$ cat src/rtl/cpu_control_unit.sv
// Multi-cycle fetch/decode/sequence controller for the 8-bit two-register CPU datapath.
// Latency (zero-wait memory): NOP 2, ALU 3, LOAD 4, JMP/JZ 3, HALT 2 cycles; outputs are Moore.
// Backpressure: imem_req is held with a stable address until imem_ack; the FSM stalls in FETCH/OPER meanwhile.
module cpu_control_unit #(
    parameter int                 ADDR_W   = 8,
    parameter logic [ADDR_W-1:0]  RESET_PC = '0
) (
    input  logic              clk,
    input  logic              rst_n,
    input  logic              start,
    output logic              imem_req,
    output logic [ADDR_W-1:0] imem_addr,
    input  logic              imem_ack,
    input  logic [7:0]        imem_data,
    input  logic [7:0]        temp1,
    input  logic [7:0]        temp2,
    output logic              reg_sel,
    output logic              reg_we,
    output logic              wb_src,
    output logic [1:0]        alu_op,
    output logic [7:0]        imm,
    output logic              busy,
    output logic              halted
);

    typedef enum logic [2:0] {
        S_IDLE, S_FETCH, S_DECODE, S_OPER, S_WB, S_HALT
    } state_t;

    localparam logic [2:0] OP_NOP  = 3'b000;
    localparam logic [2:0] OP_LOAD = 3'b001;
    localparam logic [2:0] OP_ADD  = 3'b010;
    localparam logic [2:0] OP_SUB  = 3'b011;
    localparam logic [2:0] OP_AND  = 3'b100;
    localparam logic [2:0] OP_JMP  = 3'b101;
    localparam logic [2:0] OP_JZ   = 3'b110;
    localparam logic [2:0] OP_HALT = 3'b111;

    state_t            state, state_nxt;
    logic [ADDR_W-1:0] pc, pc_nxt;
    // Only ir[7:4] carries meaning (opcode + register bit); the low nibble is never stored.
    logic [3:0]        ir_hi, ir_hi_nxt;
    logic [7:0]        imm_q, imm_nxt;

    logic [2:0]        opcode;
    logic              r_bit;
    logic [ADDR_W-1:0] pc_inc;
    logic [ADDR_W-1:0] target;
    logic [7:0]        jz_val;

    assign opcode = ir_hi[3:1];
    assign r_bit  = ir_hi[0];
    assign pc_inc = pc + ADDR_W'(1);
    assign target = ADDR_W'(imem_data);
    assign jz_val = r_bit ? temp2 : temp1;

    // State, program counter, instruction and operand registers.
    always_ff @(posedge clk or negedge rst_n) begin
        if (!rst_n) begin
            state <= S_IDLE;
            pc    <= RESET_PC;
            ir_hi <= '0;
            imm_q <= '0;
        end else begin
            state <= state_nxt;
            pc    <= pc_nxt;
            ir_hi <= ir_hi_nxt;
            imm_q <= imm_nxt;
        end
    end

    // Next-state and register update logic; memory data is only consumed on an acked request.
    always_comb begin
        state_nxt = state;
        pc_nxt    = pc;
        ir_hi_nxt = ir_hi;
        imm_nxt   = imm_q;
        case (state)
            S_IDLE: begin
                if (start) state_nxt = S_FETCH;
            end
            S_FETCH: begin
                if (imem_ack) begin
                    ir_hi_nxt = imem_data[7:4];
                    pc_nxt    = pc_inc;
                    state_nxt = S_DECODE;
                end
            end
            S_DECODE: begin
                case (opcode)
                    OP_NOP:                 state_nxt = S_FETCH;
                    OP_LOAD, OP_JMP, OP_JZ: state_nxt = S_OPER;
                    OP_ADD, OP_SUB, OP_AND: state_nxt = S_WB;
                    OP_HALT:                state_nxt = S_HALT;
                    default:                state_nxt = S_FETCH;
                endcase
            end
            S_OPER: begin
                if (imem_ack) begin
                    state_nxt = S_FETCH;
                    case (opcode)
                        OP_LOAD: begin
                            imm_nxt   = imem_data;
                            pc_nxt    = pc_inc;
                            state_nxt = S_WB;
                        end
                        OP_JMP:  pc_nxt = target;
                        OP_JZ:   pc_nxt = (jz_val == 8'h00) ? target : pc_inc;
                        default: pc_nxt = pc_inc;
                    endcase
                end
            end
            S_WB: begin
                state_nxt = S_FETCH;
            end
            S_HALT: begin
                if (start) state_nxt = S_FETCH;
            end
            default: state_nxt = S_IDLE;
        endcase
    end

    // Moore outputs decoded purely from registered state, ir, imm and pc.
    always_comb begin
        imem_req  = (state == S_FETCH) || (state == S_OPER);
        imem_addr = pc;
        busy      = (state != S_IDLE) && (state != S_HALT);
        halted    = (state == S_HALT);
        reg_we    = (state == S_WB);
        reg_sel   = (state == S_WB) && r_bit;
        wb_src    = (state == S_WB) && (opcode != OP_LOAD);
        imm       = imm_q;
        alu_op    = 2'b00;
        if (state == S_WB) begin
            case (opcode)
                OP_SUB:  alu_op = 2'b01;
                OP_AND:  alu_op = 2'b10;
                default: alu_op = 2'b00;
            endcase
        end
    end

endmodule

$ cat config.mk
export PLATFORM = sky130hd
export DESIGN_NAME = cpu_control_unit
export DESIGN_NICKNAME = d
export VERILOG_FILES = /design/src/rtl/cpu_control_unit.sv
export SDC_FILE = /design/constraint.sdc
export NUM_CORES = 1
export LEC_CHECK = 0
export ABC_CLOCK_PERIOD_IN_PS = 1900
export BUFFER_PORTS_ARGS = -buffer_cell sky130_fd_sc_hd__buf_4
export CORE_MARGIN = 3
export CORE_UTILIZATION = 24
export CTS_CLUSTER_SIZE = 28
export DETAILED_ROUTE_END_ITERATION = 10
export SKIP_CTS_REPAIR_TIMING = 1
export SLEW_MARGIN = 20
export SYNTH_ARGS = -nofsm -noshare
export SYNTH_HDL_FRONTEND = slang
export SYNTH_SLANG_ARGS = --single-unit
$ cat constraint.sdc
create_clock -name clk -period 1.9 [get_ports clk]
set_input_delay 0.095 -clock clk [delete_from_list [all_inputs] [get_ports clk]]
set_output_delay 0.095 -clock clk [all_outputs]
set_load 0.05 [all_outputs]
* Word level (Yosys, flattened, before mapping)
Memories as Yosys holds them, arrays and structs flattened.
Index checks and enable logic that the tools add are counted.
** Word-level totals
- Memories :: 1
- Bits of input ports :: 28
- Word-level logic and storage cells :: 47
- Bits in registers :: 23
- Bits in read-only memories :: 24
- Output and inout port bits :: 24
** Operators by class
- Add/sub/neg operators :: 1
- Mux-type cells :: 13
- Equal/unequal tests :: 15
- Reduce and logical (&&, ||, !) cells :: 13
** Memory list
- (name not given) :: words 8, width 3, rd ports 1, clocked after memory_dff 0, write ports 0, line 90 : case (opcode)
** Operators by type and width (number)
- 2-to-1 mux 8 bit :: 4
- case mux 8 bit (2 select lines) :: 2
- == test 3 bit (second input constant) :: 5
- case mux 3 bit (5 select lines) :: 1
- 2-to-1 mux 3 bit :: 4
- == test 3 x 2 -> 1 bit (second input constant) :: 3
- AND reduction 3 bit :: 3
- adder 8 x 1 -> 8 bit (second input constant) :: 1
- zero test 8 bit :: 1
- == test 3 x 1 -> 1 bit (second input constant) :: 2
- inequality test 2 bit (second input constant) :: 2
- case mux 2 bit (2 select lines) :: 1
- logical AND 1 bit :: 3
- zero test 3 bit :: 1
- inequality test 3 x 1 -> 1 bit (second input constant) :: 1
- inequality test 3 bit (second input constant) :: 1
- nonzero test 3 bit :: 1
- 2-to-1 mux 2 bit :: 1
- inequality test 2 x 1 -> 1 bit (second input constant) :: 1
- AND reduction 2 bit :: 1
- nonzero test 2 bit :: 1
- OR reduction 2 bit :: 1
- logical OR 1 bit :: 1

* Depth between registers and ports, before layout
- Depth in word-level cells :: 6
- Mapped depth :: 7
- Depth with buffers taken out :: 7

* Worst setup path before layout
No wires, ideal clock.
- Path kind :: flip-flop to output port
- Start point :: register state[1]
- End point :: output port wb_src
- Path buffers :: 1
- Data required time :: 1805 ps
- Stages on the path, launching flop included :: 4
- Arrival :: 2727 ps
- Path slack :: -922 ps
- Path through :: dfrtp_1 > clkbuf_1 > nor3b_1 > nor2b_1
** Between the ends
- Word-level cells in the longest chain between the ends :: 2
** RTL lines
- start: declaration :: line 39 : state_t state, state_nxt;
- start signal: assignment :: line 65 : state <= state_nxt;
- == test 3 bit
- named net reg_we :: line 18 : output logic reg_we,
- logical AND 1 bit :: line 131 : wb_src = (state == S_WB) && (opcode != OP_LOAD);
- end: declaration :: line 19 : output logic wb_src,
The timed path passes the listed nets, and every way through them passes these cells.

* Final worst setup path
- Start point :: register ir_hi[2]
- End point :: register imm_q[3] (netlist: imm[3])
** Between the ends
- Word-level cells in the longest chain between the ends :: 2
** RTL lines
- start: declaration :: line 42 : logic [3:0] ir_hi, ir_hi_nxt;
- start signal: assignment :: line 67 : ir_hi <= ir_hi_nxt;
- == test 3 x 1 -> 1 bit :: line 101 : case (opcode)
- AND reduction 3 bit (no line)
- end signal: assignment :: line 68 : imm_q <= imm_nxt;
- end: declaration :: line 43 : logic [7:0] imm_q, imm_nxt;
Every way passes these cells.
A chain may end at the register's enable or synchronous reset.

==> out/metrics.csv <==
metric;value;unit
drt-pass1-iter-count;4;
die_w;84.8;µm
routed_via_density;4.73;
end_kind;register;
wl_met1;1550;µm
grt_usage;10.3;%
outcome;finished, final reports clean;
crit_required;2.05;ns
pin_count;52;
crit_fanout;7;
numCtsBuffers;3;
htreeDepth;1;
syn_area;1490;µm²
grt_pass1_vias;1257;
finalHoldViolCount;0;
drtAntennaViolNets;0;
ys.flop_type;dfrtp_1;
drc;0;
wl_met2;2010;µm
min_period;1.76;ns
skew;0.00908;ns
antenna_found_initial;0;
r2r_start;ir_hi[2];
whs_path_depth;2;
ir_worst_vdd;0.000693;V
yosys_warnings;0;
max_slew.worst_pin.slew;0.297;ns
r2r_setup_slack;0.14;ns
first_iter_violations;76;
r2r_cells;6;
synth_area_leaders;dfrtp_1, mux2_1, ha_1;
maxCapViolCount;0;
setup_violations;0;
min_to;state[2];
slew_headroom;80.2;%
hp-class;input port to register;
cts_tree;built;
slew_violations;0;
worstSetupStartpointType;register;
dr_wl_met3;175;µm
clkLatencyLatePin;0.27;ns
fin_setup_tns;0;ns
place.gp.congestion;0.846;
critical_path_class;register to register;
wl;3740;µm
synth.most_common_cell;dfrtp_1;
clock_path_buffers;2;
synth_top_area_share;38.6;%
synth_edf_count;0;
fin_nets;240;
rsz0062_at_grt;false;
grt_max_degree;24;
fin_crit_sh;92.9;%
dr_total_vias;1324;
io_buffers;51;
syn_to_final_growth;40.4;%
fillers;630;
routed.top_layer;met4;
ys_seq_area_share;38.6;%
detail_route.wl_per_cell;13.4;µm
coreArea;5960;µm²
fmax;0.567;GHz
initial_core_util;25.0;%
cp.arrival;1.91;ns
syn_nets;180;
rows;28;
numClockSinks;23;
async_flop_share;100;%
syn_area_per_cell;10.2;µm²
netlist_instances;146;
seqCellArea;576;µm²
cts.clk_slew.worst_paths;0.09;ns
ys_ff_latch;23;
drive_gt1_share;39.5;%
total_power;0.00321;W
cts_root_buffer;clkbuf_8;
worstReg2RegEnd;imm[3];
multi_input_area;892;µm²
hold_start;start;
synth_common_cells;dfrtp_1, nand2_1, nor2_1, o21ai_0, mux2_1;
dieArea;7200;µm²
hpwl;3030;µm
die_y;84.8;µm
grt_pass1_wl;6070;µm
overflow;0;
yosysTopAreaCell;dfrtp_1;
powerDensity;1530;nW/µm²
n_antenna_cell;0;
leakagePower;0.974;nW
yosys.cell_types.count;49;
[stage by stage]
step	util [%]	hold slack, ns	area [µm²]	setup slack [ns]	std cells
after floorplan	-	-0.201	1510	0.0591	146
final	35.2	0.0157	2090	0.135	280
after global routing	35.2	0.0102	2090	0.0236	280
after global placement	34.0	0.0150	2020	0.144	275
after CTS	34.7	-0.286	2070	0.0173	279
after detailed placement	34.0	0.00809	2020	0.0506	275
[layout by cell type (no fill, tap or decap), types with 2 or more instances in the layout]
master and instances:
ha_1 4, nand3_1 3, nand4_1 2, and2_1 2, a221o_1 2, and3_1 5, and3b_1 3, clkbuf_8 3
a31oi_4 2, dfrtp_1 23, inv_1 5, nand2_1 10, nor2_1 10, nand2b_1 2, nor3_1 2, mux2_2 2
o21ai_0 9, o211ai_1 3, mux2_1 8, nor2b_1 3, mux2i_1 2, a21oi_1 4, buf_4 61, o21ai_1 3
xor2_1 3
[metal layers]
metal,vias up,global-route usage [%]
li1,654,-
met1,635,12.4
met2,32,18.6
met3,3,2.52
met4,0,2.16
met5,-,0
[power by group]
group,switching [W],internal (W)
combinational,0.00124,0.000760
clock,0.000160,0.000147
sequential,0.000203,0.000694
[cells by family after synthesis]
group           after synthesis  share of synthesized area (%)
compound gates               33                           16.9
buf+inv                      12                           3.52
xor+xnor                      3                           1.76
mux                          12                           8.89
simple gates                 57                           25.3
fa+ha+maj                     6                           5.03
flops                        23                           38.6
[cell type report]
class	count	area share, %
multi-input combinational	111	42.6
tap	75	4.48
clock inverter	1	0.239
clock buffer	3	1.97
inverter	5	0.896
sequential	23	27.5
timing repair buffer	62	22.3
[flip-flops by register name, indices dropped and copies added, names as in the netlist]
name / count
imm: 8
ir_hi: 4
imem_addr: 8
state: 3
[worst max-delay path: stages (launching register included)]
cell and delay, ns:
dfrtp_1 0.42, inv_1 0.17, ha_4 0.20, nor2b_1 0.17, and3_1 0.20, buf_4 0.15, mux2_1 0.33
[worst max-delay path by stage]
stage | end | from
global route | imm[3] | ir_hi[2]
global placement | imm[4] | ir_hi[2]
floorplan | busy | state[2]
CTS | imm[3] | ir_hi[2]
finish | imm[3] | ir_hi[2]
detailed placement | imm[3] | ir_hi[2]
(Power assumes the default switching activity.)
